==> src/rtl/apu_pkg.sv <==
// Shared APU constants: frame sequencer step thresholds and mode encoding.
// Imported by the frame counter and downstream channel units.
package apu_pkg;

  localparam int unsigned FC_STEP1   = 7457;
  localparam int unsigned FC_STEP2   = 14913;
  localparam int unsigned FC_STEP3   = 22371;
  localparam int unsigned FC_STEP4_4 = 29829;
  localparam int unsigned FC_STEP4_5 = 37281;

  localparam logic FC_MODE4 = 1'b0;
  localparam logic FC_MODE5 = 1'b1;

endpackage

==> src/rtl/apu_frame_counter.sv <==
// APU frame sequencer: quarter/half-frame pulses, $4017 delayed reset, frame IRQ.
// Define FRAME_IRQ_EN to build the IRQ flag, inhibit and $4015 read clear.
module apu_frame_counter
  import apu_pkg::*;
#(
  parameter int CNT_W    = 16,
  parameter int WR_DELAY = 3
) (
  input  logic       clk,
  input  logic       rst_n,
  input  logic       wr_4017,
  input  logic [7:0] wdata,
  input  logic       rd_4015,
  output logic       qframe,
  output logic       hframe,
  output logic       irq,
  output logic       mode
);

  // dly counts the edges left before the reset edge (the edge seeing 1)
  localparam logic [2:0] DLY_LD = 3'(WR_DELAY - 1);
  localparam logic       FIRE_WR = (WR_DELAY == 1);

  logic [CNT_W-1:0] cyc_q, cyc_d;
  logic [CNT_W-1:0] wrap_v;
  logic             mode_q, mode_d;
  logic             inh_q, inh_d;
  logic [2:0]       dly_q, dly_d;
  logic             qf_q, qf_d;
  logic             hf_q, hf_d;
  logic             fire;
  logic             irq_set;

  always_comb begin
    mode_d = mode_q;
    inh_d  = inh_q;
    dly_d  = dly_q;
    fire   = 1'b0;
    if (wr_4017) begin
      mode_d = wdata[7];
      inh_d  = wdata[6];
      dly_d  = DLY_LD;
      fire   = FIRE_WR;
    end else if (dly_q != 3'd0) begin
      dly_d = dly_q - 3'd1;
      fire  = (dly_q == 3'd1);
    end
  end

  always_comb begin
    wrap_v  = (mode_q == FC_MODE5) ? CNT_W'(FC_STEP4_5)
                                   : CNT_W'(FC_STEP4_4);
    cyc_d   = cyc_q + 1'b1;
    qf_d    = 1'b0;
    hf_d    = 1'b0;
    irq_set = 1'b0;
    if (fire) begin
      cyc_d = '0;
      qf_d  = (mode_d == FC_MODE5);
      hf_d  = (mode_d == FC_MODE5);
    end else begin
      unique case (1'b1)
        (cyc_q == wrap_v): begin
          cyc_d   = '0;
          qf_d    = 1'b1;
          hf_d    = 1'b1;
          irq_set = (mode_q == FC_MODE4) && !inh_q;
        end
        (cyc_q == CNT_W'(FC_STEP2)): begin
          qf_d = 1'b1;
          hf_d = 1'b1;
        end
        (cyc_q == CNT_W'(FC_STEP1)),
        (cyc_q == CNT_W'(FC_STEP3)): begin
          qf_d = 1'b1;
        end
        default: ;
      endcase
    end
  end

  always_ff @(posedge clk or negedge rst_n) begin
    if (!rst_n) begin
      cyc_q  <= '0;
      mode_q <= FC_MODE4;
      inh_q  <= 1'b0;
      dly_q  <= 3'd0;
      qf_q   <= 1'b0;
      hf_q   <= 1'b0;
    end else begin
      cyc_q  <= cyc_d;
      mode_q <= mode_d;
      inh_q  <= inh_d;
      dly_q  <= dly_d;
      qf_q   <= qf_d;
      hf_q   <= hf_d;
    end
  end

`ifdef FRAME_IRQ_EN
  logic irq_q, irq_d;

  // a set on the same edge as any clear wins
  always_comb begin
    irq_d = irq_q;
    if (rd_4015 || (wr_4017 && wdata[6])) irq_d = 1'b0;
    if (irq_set) irq_d = 1'b1;
  end

  always_ff @(posedge clk or negedge rst_n) begin
    if (!rst_n) irq_q <= 1'b0;
    else        irq_q <= irq_d;
  end

  assign irq = irq_q;
`else
  logic unused_irq;
  assign unused_irq = ^{inh_q, rd_4015, irq_set};
  assign irq = 1'b0;
`endif

  logic unused_wdata;
  assign unused_wdata = ^wdata[5:0];

  assign qframe = qf_q;
  assign hframe = hf_q;
  assign mode   = mode_q;

endmodule

==> config.mk <==
export PLATFORM = sky130hd
export DESIGN_NAME = apu_frame_counter
export DESIGN_NICKNAME = d
export VERILOG_FILES = /design/src/rtl/apu_pkg.sv /design/src/rtl/apu_frame_counter.sv
export SDC_FILE = /design/constraint.sdc
export NUM_CORES = 1
export LEC_CHECK = 0
export ABC_CLOCK_PERIOD_IN_PS = 2100
export BUFFER_PORTS_ARGS = -buffer_cell sky130_fd_sc_hd__buf_2
export CORE_ASPECT_RATIO = 2
export CORE_MARGIN = 5
export CORE_UTILIZATION = 40
export DETAILED_ROUTE_END_ITERATION = 8
export PLACE_DENSITY = 0.66
export SYNTH_ARGS = -nofsm -noshare
export SYNTH_HDL_FRONTEND = slang
export SYNTH_SLANG_ARGS = --single-unit
==> constraint.sdc <==
create_clock -name clk -period 2.1 [get_ports clk]
set_clock_uncertainty 0.05 [all_clocks]
set_input_delay 0.315 -clock clk [delete_from_list [all_inputs] [get_ports clk]]
set_output_delay 0.315 -clock clk [all_outputs]
set_load 0.05 [all_outputs]
# Yosys cells after proc, flatten, opt, wreduce, memory -nomap -nowiden
# Index checks and enable logic that the tools add are counted.
# Widths: inputs -> output; s select.
dict set report op_classes {
  addsub 2
  n_eq_ne 5
  muxes 12
  reduce_logical 4
}
# cell n
set op_table {}
lappend op_table {{$mux 16} 3}
lappend op_table {{$add 16x1->16 const B} 1}
lappend op_table {{$eq 16x13->1 const B} 1}
lappend op_table {{$eq 16x14->1 const B} 1}
lappend op_table {{$eq 16x15->1 const B} 1}
lappend op_table {{$eq 16x16->1} 1}
lappend op_table {{$mux 1} 7}
lappend op_table {{$mux 3} 2}
lappend op_table {{$reduce_or 4->1} 1}
lappend op_table {{$eq 3x1->1 const B} 1}
lappend op_table {{$reduce_bool 3->1} 1}
lappend op_table {{$sub 3x1->3 const B} 1}
lappend op_table {{$reduce_bool 2->1} 1}
lappend op_table {{$reduce_or 2->1} 1}
dict set report word_totals {
  regBits 22
  input_bits 12
  output_inout_bits 4
  word_cells 28
}

# Depth between registers and ports, before layout
# Gate-level depths: netlist of the first run.
dict set report depth {
  word_depth 5
  ltp_mapped 7
  mapped_depth_nobuf 6
}

# Worst setup path after synthesis of the first run
# Ideal clock, no wire load.
dict set report synth_timing {
  path_type {reg-to-reg}
  from {register mode_q, in the netlist mode}
  to {register qf_q, in the netlist qframe}
  setup_time_ps 69
  arrival_time_ps 1830
  required_time_ps 1981
  slack_ps 151
  path_stages_with_launch 5
  n_path_buf 0
  synth_period_minus_slack_ps 1949
  path_cell_list {dfrtp_1 > or3b_2 > or4_1 > a211o_1 > nand3_1}
}
dict set report synth_via {
  elab_chain_len 5
}
# element line
set synth_lines {}
lappend synth_lines {{start: declaration} apu_frame_counter.sv:26} ;# logic mode_q, mode_d;
lappend synth_lines {{start signal: assignment} apu_frame_counter.sv:92} ;# mode_q <= mode_d;
lappend synth_lines {{$mux 16} apu_frame_counter.sv:51} ;# wrap_v = (mode_q == FC_MODE5) ? CNT_W'(FC_STEP4_5)
lappend synth_lines {{$eq 16x16->1} apu_frame_counter.sv:63} ;# (cyc_q == wrap_v): begin
lappend synth_lines {{$reduce_or 4->1 (no line)} -}
lappend synth_lines {{$mux 1} apu_frame_counter.sv:62} ;# unique case (1'b1)
lappend synth_lines {{$mux 1 *} apu_frame_counter.sv:57} ;# if (fire) begin
lappend synth_lines {{net qf_d} apu_frame_counter.sv:29} ;# logic qf_q, qf_d;
lappend synth_lines {{end signal: assignment} apu_frame_counter.sv:95} ;# qf_q <= qf_d;
lappend synth_lines {{end: declaration} apu_frame_counter.sv:29}
# Mark *: on every way through the listed nets, which the timed path passes. The rest lies on a longest branch.
# A chain may end at the register's enable or synchronous reset.

# Worst setup path after layout of the first run
dict set report layout_timing {
  from {register cyc_q[3]}
  to {register cyc_q[15]}
}
dict set report layout_via {
  elab_chain_len 3
}
# element line
set layout_lines {}
lappend layout_lines {{start: declaration} apu_frame_counter.sv:24} ;# logic [CNT_W-1:0] cyc_q, cyc_d;
lappend layout_lines {{start signal: assignment} apu_frame_counter.sv:91} ;# cyc_q <= cyc_d;
lappend layout_lines {{$add 16x1->16 / $eq 16x16->1 (equally long branches)} {apu_frame_counter.sv:53, apu_frame_counter.sv:63}}
lappend layout_lines {{$mux 16 *} apu_frame_counter.sv:62}
lappend layout_lines {{$mux 16 *} apu_frame_counter.sv:57}
lappend layout_lines {{net cyc_d[15]} apu_frame_counter.sv:24}
# Marked as above.

==> results of run 1 <==
[worst min-delay path by stage]
stage,from,to,slack [ps]
3_5_place_dp,rst_n,dly_q[0],270
3_3_place_gp,rst_n,dly_q[0],250
5_1_grt,wr_4017,dly_q[2],240
2_1_floorplan,rst_n,cyc_q[0],-30
6_report,wdata[7],mode,230
4_1_cts,wdata[7],mode,230
[kinds of logic after synthesis]
family,synth area share
simple gates,0.303
flops,0.422
buf+inv,0.0537
compound gates,0.0806
xor+xnor,0.0739
fa+ha+maj,0.0480
mux,0.0154
other cells,0.00288
[worst register-to-register path, stage by stage (launching register included)]
cell and delay, ps:
dfrtp_1 470, nand3_2 160, or4_4 590, or3_1 380, a211oi_2 210
[cells in the final DEF, fill, tap and decap left out, drive strengths merged, types with 2 or more instances in the layout]
master	count
o31ai	2
xnor2	6
nor3	14
o21ai	2
a211oi	4
nand2	5
nor2	7
mux2i	2
or4	5
dfrtp	22
nor4	3
buf	15
inv	5
xor2	5
and3	2
clkbuf	3
nand4	9
a211o	2
ha	5
nor4b	3
nand3	7
or3	3
[routing by layer]
layer | share of wire | GRT usage | vias to the layer above
li1 | - | - | 514
met1 | 0.35 | 0.136 | 528
met2 | 0.56 | 0.263 | 50
met3 | 0.056 | 0.0215 | 11
met4 | 0.032 | 0.0853 | 0
met5 | 0 | 0 | -
[cell usage after synthesis (3+ instances only)]
library cell	instances	area, um^2
buf_2	3	15.0
nor3_1	14	70.1
inv_1	5	18.8
nand2_1	5	18.8
nand3_1	6	30.0
a211oi_1	3	22.5
clkbuf_1	3	11.3
or3_1	3	18.8
dfrtp_1	22	551
xnor2_1	6	52.6
nor4b_1	3	26.3
nor4_1	3	18.8
nor2_1	7	26.3
ha_1	5	62.6
xor2_1	5	43.8
or4_1	3	22.5
nand4_1	9	56.3
[area by class of cell]
class	instances	area (um^2)	share of cell area
flip-flops and latches	22	551	0.381
inverters	5	18.8	0.0130
repair buffers	16	108	0.0744
clock buffers	3	41.3	0.0285
multi-input cells	98	689	0.477
well taps	31	38.8	0.0268
[state kept, by name (all words and copies together) (netlist names)]
register and cells:
cyc_q 16, qframe 1, hframe 1, mode 1, dly_q 3
[repair_timing]
item	in CTS	in global routing
setup endpoints to repair	0	0
hold buffers	1	0
endpoints found under the hold margin	22	0
[power by group]
group	internal (W)	switching, W
Combinational	0.000208	0.000269
Sequential	0.000516	0.000100
Clock	0.000128	0.000124
[metrics by stage]
step	setup slack, ps	total power [W]	hold slack (ps)	utilization
final	174	0.00135	230	0.458
after detailed placement	219	0.00109	266	0.442
after global routing	87.2	0.00145	243	0.458
after CTS	181	0.00136	230	0.458
after floorplan	151	0.000968	-30.6	-
after global placement	241	0.00106	246	0.442
==> metrics.txt, run 1 <==
CP peak stage delay 590 ps; Fin. Hold Viols 0; GPL Wtd Cong 0.893; gr usage total 0.142; WP data required 2230 ps; DRT Wirelength 3020 um; H-tree depth 1; fmax 519 MHz; Least-Margin Pin Slew 525 ps; DR iter-0 viols 64; layout cells sized above 1 0.181; CP bufs+invs 0; WP data arrival 2060 ps; ys flop type dfrtp_1; Worst Setup EP cyc_q[15]; Setup Buffers After CTS 0; clock buffer depth 2; WS Path Type flop to flop; insertion delay to the later sink of the worst-skew pair 260 ps; # setup viols final 0; PortBufs 6; nets@finish 163; Slew HR 0.647; reg2reg end cyc_q[15]; warnings from Yosys 0; post-route ant nets 0; synthesized area 0.00130 mm^2; Cells after Synth 135; floorplan row count 29; hpwl dp 2230 um; DIE WIDTH 50.4 um; max-slew violations 0; cell family with most CP delay simple AND/OR/NAND/NOR gates; pin count of the biggest net entering global routing 23; clk slew on worst S/H paths 70 ps; routed len/inst 17.3 um; n_diodes 0; Final Instance Area 0.00145 mm^2; initial antenna violation count 0; hold crit path type input port to flop; Seq cells post-synth 22; Setup crit start cyc_q[3]; Placed Area 0.00140 mm^2; Die Area 0.00457 mm^2; CTS tree built; FFs w/ async S/R, synth 1.00; clock buffer count from CTS 3; Peak supply drop 0.490 mV; EDFF count, synth 0; die height 90.7 um; Crit. End Element flop; vias 1,103; RSZ-0062 raised after global routing false; period utilization 0.917; outcome complete, no violations; first-pass GRT wire length 5100 um; Setup TNS 0 ps; hold depth 3; post_cts resized 0; CP max-delay cell or4_4; critical path startpoint category flop; vias in the first global route 1,156; min Tclk post-route 1930 ps; crit-path cells nand3_2 -> or4_4 -> or3_1 -> a211oi_2; Synth Area per Inst 9.66 um^2; area growth from synthesis to layout 10.9%; # IOs 16; R2R Setup Slk 170 ps; Layout Cells excl Fill 175; grt ovf 0; fill count 310; crit-path max FO 6; Vias/cell 6.30; Cell Pwr Density 930 mW/mm^2; Core Area 0.00316 mm^2; drt first pass iters 5; Residual DRC 0; placed cell count 171; initial core utilization 0.413; RR Startpoint cyc_q[3]; Max-Cap Viols 0; Leak 0.611 nW; CTS root buffer clkbuf_8; Levels on crit path 4; Seq/Total Area, Yosys 0.422; synth unique cells 41; Clock Sinks 22; syn nets 152; cells on worst reg2reg path 4
No activity file was read; power rests on OpenSTA's default activity.
==> run 2, diff against run 1 <==
- CORE_ASPECT_RATIO: 2 -> 0.5
==> metrics.txt, run 2 (synthesis gave the netlist of run 1 again) <==
outcome complete, no violations (unchanged); largest registers cyc_q (16), dly_q (3) (unchanged); post-route ant nets 0 (unchanged); hold crit path type input port to flop (unchanged); max reg flops 16 (unchanged); nets@finish 164 (was 163); DIE WIDTH 90.7 um (was 50.4 um); clock buffer count from CTS 3 (unchanged); crit-path cells nand3_2 -> or4_4 -> or3_1 -> a211oi_2 (unchanged); initial antenna violation count 0 (unchanged); Least-Margin Pin Slew 666 ps (was 525 ps); Core Area 0.00307 mm^2 (was 0.00316 mm^2); pin count of the biggest net entering global routing 23 (unchanged); Biggest register cyc_q (unchanged); Clock Sinks 22 (unchanged); CP peak stage delay 590 ps (about the same); initial core utilization 0.425 (was 0.413); min Tclk post-route 1960 ps (was 1930 ps); GPL Wtd Cong 0.880 (was 0.893); routed len/inst 14.9 um (was 17.3 um); WP data required 2230 ps (about the same); die height 50.4 um (was 90.7 um); floorplan row count 14 (was 29); post_cts resized 0 (unchanged); clock buffer depth 2 (unchanged); # IOs 16 (unchanged); Slew HR 0.555 (was 0.647); Setup TNS 0 ps (unchanged); CTS root buffer clkbuf_8 (unchanged); commonest non-fill, non-tap cell in the layout dfrtp_1 (unchanged); hold depth 2 (was 3); area growth from synthesis to layout 14.7% (was 10.9%); Crit. End Element flop (unchanged); fmax 511 MHz (was 519 MHz); max-slew violations 0 (unchanged); insertion delay to the later sink of the worst-skew pair 260 ps (about the same); Setup Buffers After CTS 0 (unchanged); n_diodes 0 (unchanged); hpwl dp 1980 um (was 2230 um); Cell Pwr Density 1000 mW/mm^2 (was 930 mW/mm^2); vias in the first global route 1,089 (was 1,156); CP bufs+invs 0 (unchanged); DRT Wirelength 2780 um (was 3020 um); gr usage total 0.132 (was 0.142); Fin. Hold Viols 0 (unchanged); grt ovf 0 (unchanged); WS Path Type flop to flop (unchanged); first-pass GRT wire length 4910 um (was 5100 um); WP data arrival 2090 ps (was 2060 ps); drt first pass iters 4 (was 5); PortBufs 6 (unchanged); period utilization 0.932 (was 0.917); Hold Worst Slack 232 ps (was 230 ps); # setup viols final 0 (unchanged); H-tree depth 1 (unchanged); RSZ-0062 raised after global routing false (unchanged); Residual DRC 0 (unchanged); CTS tree built (unchanged); CP max-delay cell or4_4 (unchanged); Die Area 0.00457 mm^2 (unchanged); DR iter-0 viols 109 (was 64); most frequent cells in the layout dfrtp_1 (22), nor3_1 (14), buf_4 (10), nand4_1 (9), nor2_1 (7) (was dfrtp_1 (22), nor3_1 (14), nand4_1 (9), buf_4 (9), nor2_1 (7)); Vias/cell 5.76 (was 6.30); Levels on crit path 4 (unchanged); Peak supply drop 0.469 mV (was 0.490 mV); Max-Cap Viols 0 (unchanged); vias 1,071 (was 1,103); cells on worst reg2reg path 4 (unchanged); Leak 0.631 nW (was 0.611 nW); crit-path max FO 7 (was 6); cell family with most CP delay simple AND/OR/NAND/NOR gates (unchanged); hold buffers post-CTS 1 (unchanged); layout cells sized above 1 0.192 (was 0.181); clk slew on worst S/H paths 80 ps (was 70 ps); critical path startpoint category flop (unchanged)
==> run 2: cell types whose count changed in the layout (fill, tap and decap cells not counted) <==
cell	before	now
buf_4	9	10
bufinv_16	0	1
==> run 2: worst paths after layout <==
check                      startpoint        end  slack (ps)
setup / recovery             cyc_q[2]  cyc_q[15]         140
min in group asynchronous       rst_n     qframe         510
max in group asynchronous       rst_n   cyc_q[1]        1150
setup reg to reg             cyc_q[2]  cyc_q[15]         140
hold reg to reg              dly_q[1]   dly_q[1]         440
hold / removal                wr_4017   dly_q[0]         230
==> run 2: report_power, final <==
group	leakage, nW	switching (W)	total, W	internal, W
combinational	0.306	0.000250	0.000467	0.000216
sequential	0.289	0.000121	0.000636	0.000515
clock	0.0357	0.000139	0.000394	0.000255
==> run 2: cell type report <==
| cell class | instances | area, um^2 |
|---|---|---|
| Sequential cell | 22 | 551 |
| Tap cell | 40 | 50.0 |
| Multi-Input combinational cell | 98 | 689 |
| Timing Repair Buffer | 17 | 115 |
| Fill cell | 276 | 1570 |
| Clock buffer | 3 | 41.3 |
| Inverter | 5 | 18.8 |
| Clock inverter | 1 | 30.0 |
==> run 2: worst reg2reg max path: stages (launching register included) <==
cell and delay, ps:
dfrtp_1 500, nand3_2 140, or4_4 590, or3_1 380, a211oi_2 210
==> run 2: layer usage <==
layer  global-route usage  vias to the layer above  wire length (um)
li1                     -                      519                 -
met1                0.163                      522              1360
met2                0.233                       28              1290
met3               0.0373                        2               106
met4               0.0272                        0                25
met5                    0                        -                 0
==> run 2: stage by stage <==
stage	cells	util	area [um^2]	worst slack, ps	power, W
6_report	186	0.488	1500	143	0.00150
5_1_grt	186	0.488	1500	68.3	0.00159
4_1_cts	186	0.488	1500	145	0.00151
3_5_place_dp	181	0.461	1410	181	0.00111
3_3_place_gp	181	0.461	1410	171	0.00108
2_1_floorplan	135	-	1300	151	0.000968
==> run 3, diff against run 2 <==
- MAX_ROUTING_LAYER: unset -> met4
==> metrics.txt, run 3 (synthesis gave the netlist of run 1 again) <==
hpwl dp 1980 um (unchanged); period utilization 0.934 (was 0.932); crit-path max FO 7 (unchanged); DR iter-0 viols 62 (was 109); Setup WS post-layout 139 ps (was 143 ps); Residual DRC 0 (unchanged); largest registers cyc_q (16), dly_q (3) (unchanged); Hold Worst Slack 231 ps (was 232 ps); WS Path Type flop to flop (unchanged); DIE WIDTH 90.7 um (unchanged); drt first pass iters 4 (unchanged); nets@finish 164 (unchanged); PortBufs 6 (unchanged); min Tclk post-route 1960 ps (about the same); Seq. cell area 551 um^2 (unchanged); critical path startpoint category flop (unchanged); most frequent cells in the layout dfrtp_1 (22), nor3_1 (14), buf_4 (10), nand4_1 (9), nor2_1 (7) (unchanged); Slew HR 0.546 (was 0.555); Die Area 0.00457 mm^2 (unchanged); total power 0.00150 W (about the same); CTS tree built (unchanged); Setup TNS 0 ps (unchanged); insertion delay to the later sink of the worst-skew pair 260 ps (about the same); outcome complete, no violations (unchanged); clock buffer depth 2 (unchanged); clock buffer count from CTS 3 (unchanged); Leak 0.631 nW (unchanged); area growth from synthesis to layout 14.7% (unchanged); WP data required 2230 ps (about the same); # IOs 16 (unchanged); Final Instance Area 0.00150 mm^2 (unchanged); initial antenna violation count 0 (unchanged); Placed Area 0.00141 mm^2 (unchanged); Core Area 0.00307 mm^2 (unchanged); initial core utilization 0.425 (unchanged); Vias/cell 5.79 (was 5.76); max reg flops 16 (unchanged); Max-Cap Viols 0 (unchanged); vias in the first global route 1,085 (was 1,089); die height 50.4 um (unchanged); Crit. End Element flop (unchanged); fmax 510 MHz (was 511 MHz); routed len/inst 15.1 um (was 14.9 um); floorplan row count 14 (unchanged); first-pass GRT wire length 4930 um (was 4910 um); Peak supply drop 0.469 mV (about the same); Cell Pwr Density 1000 mW/mm^2 (about the same); Least-Margin Pin Slew 680 ps (was 666 ps); Clock Sinks 22 (unchanged); hold crit path type input port to flop (unchanged); max-slew violations 0 (unchanged); layout cells sized above 1 0.192 (unchanged); clk slew on worst S/H paths 80 ps (about the same); Biggest register cyc_q (unchanged); H-tree depth 1 (unchanged); area of the multi-input gates 689 um^2 (unchanged); pre-CTS setup slack 181 ps (unchanged); n_diodes 0 (unchanged); CTS root buffer clkbuf_8 (unchanged); GPL Wtd Cong 0.895 (was 0.880); RSZ-0062 raised after global routing false (unchanged); post-route ant nets 0 (unchanged); WP data arrival 2090 ps (about the same); DRT Wirelength 2810 um (was 2780 um); vias 1,077 (was 1,071); pin count of the biggest net entering global routing 23 (unchanged); Setup Buffers After CTS 0 (unchanged); fill count 276 (unchanged); commonest non-fill, non-tap cell in the layout dfrtp_1 (unchanged); gr usage total 0.136 (was 0.132); # setup viols final 0 (unchanged); Fin. Hold Viols 0 (unchanged); grt ovf 0 (unchanged)
==> run 3: cell counts in the layout (fill, tap and decap cells not counted) <==
Identical to the previous run, type by type.
==> run 3: worst max-delay path, stage by stage (launching register included) <==
cell and delay (ps):
dfrtp_1 500, nand3_2 140, or4_4 590, or3_1 380, a211oi_2 210
==> run 3: worst paths after layout <==
| check | start | cells past startpoint | slack (ps) | to |
|---|---|---|---|---|
| setup / recovery | cyc_q[2] | 4 | 140 | cyc_q[15] |
| hold / removal | wr_4017 | 2 | 230 | dly_q[0] |
| setup reg to reg | cyc_q[2] | 4 | 140 | cyc_q[15] |
| hold reg to reg | dly_q[1] | 1 | 440 | dly_q[1] |
| max in group asynchronous | rst_n | 2 | 1150 | cyc_q[1] |
| min in group asynchronous | rst_n | 2 | 510 | qframe |
==> run 3: where the power goes <==
part / total, W / internal, W / leakage, nW / switching, W
logic: 0.000466 / 0.000216 / 0.306 / 0.000250
registers: 0.000637 / 0.000515 / 0.289 / 0.000121
clock network: 0.000395 / 0.000255 / 0.0357 / 0.000140
==> run 3: layout make-up <==
cell class / instances / share of cell area
sequential: 22 / 0.368
timing repair buffer: 17 / 0.0770
multi-input combinational: 98 / 0.461
inverter: 5 / 0.0126
tap: 40 / 0.0335
clock buffer: 3 / 0.0276
clock inverter: 1 / 0.0201
==> run 3: layer usage <==
| layer | vias up | global-route usage | wire length [um] |
|---|---|---|---|
| li1 | 519 | - | - |
| met1 | 528 | 0.163 | 1360 |
| met2 | 28 | 0.233 | 1300 |
| met3 | 2 | 0.0373 | 127 |
| met4 | 0 | 0.0272 | 25 |
| met5 | - | - | 0 |
==> run 3: metrics by stage <==
step,util,instances
2_1_floorplan,-,135
3_3_place_gp,0.461,181
3_5_place_dp,0.461,181
4_1_cts,0.488,186
5_1_grt,0.488,186
6_report,0.488,186
==> run 3: what timing repair did <==
action	CTS	global route
gates resized for setup	0	0
hold endpoints to repair	22	0
hold buffers	1	0
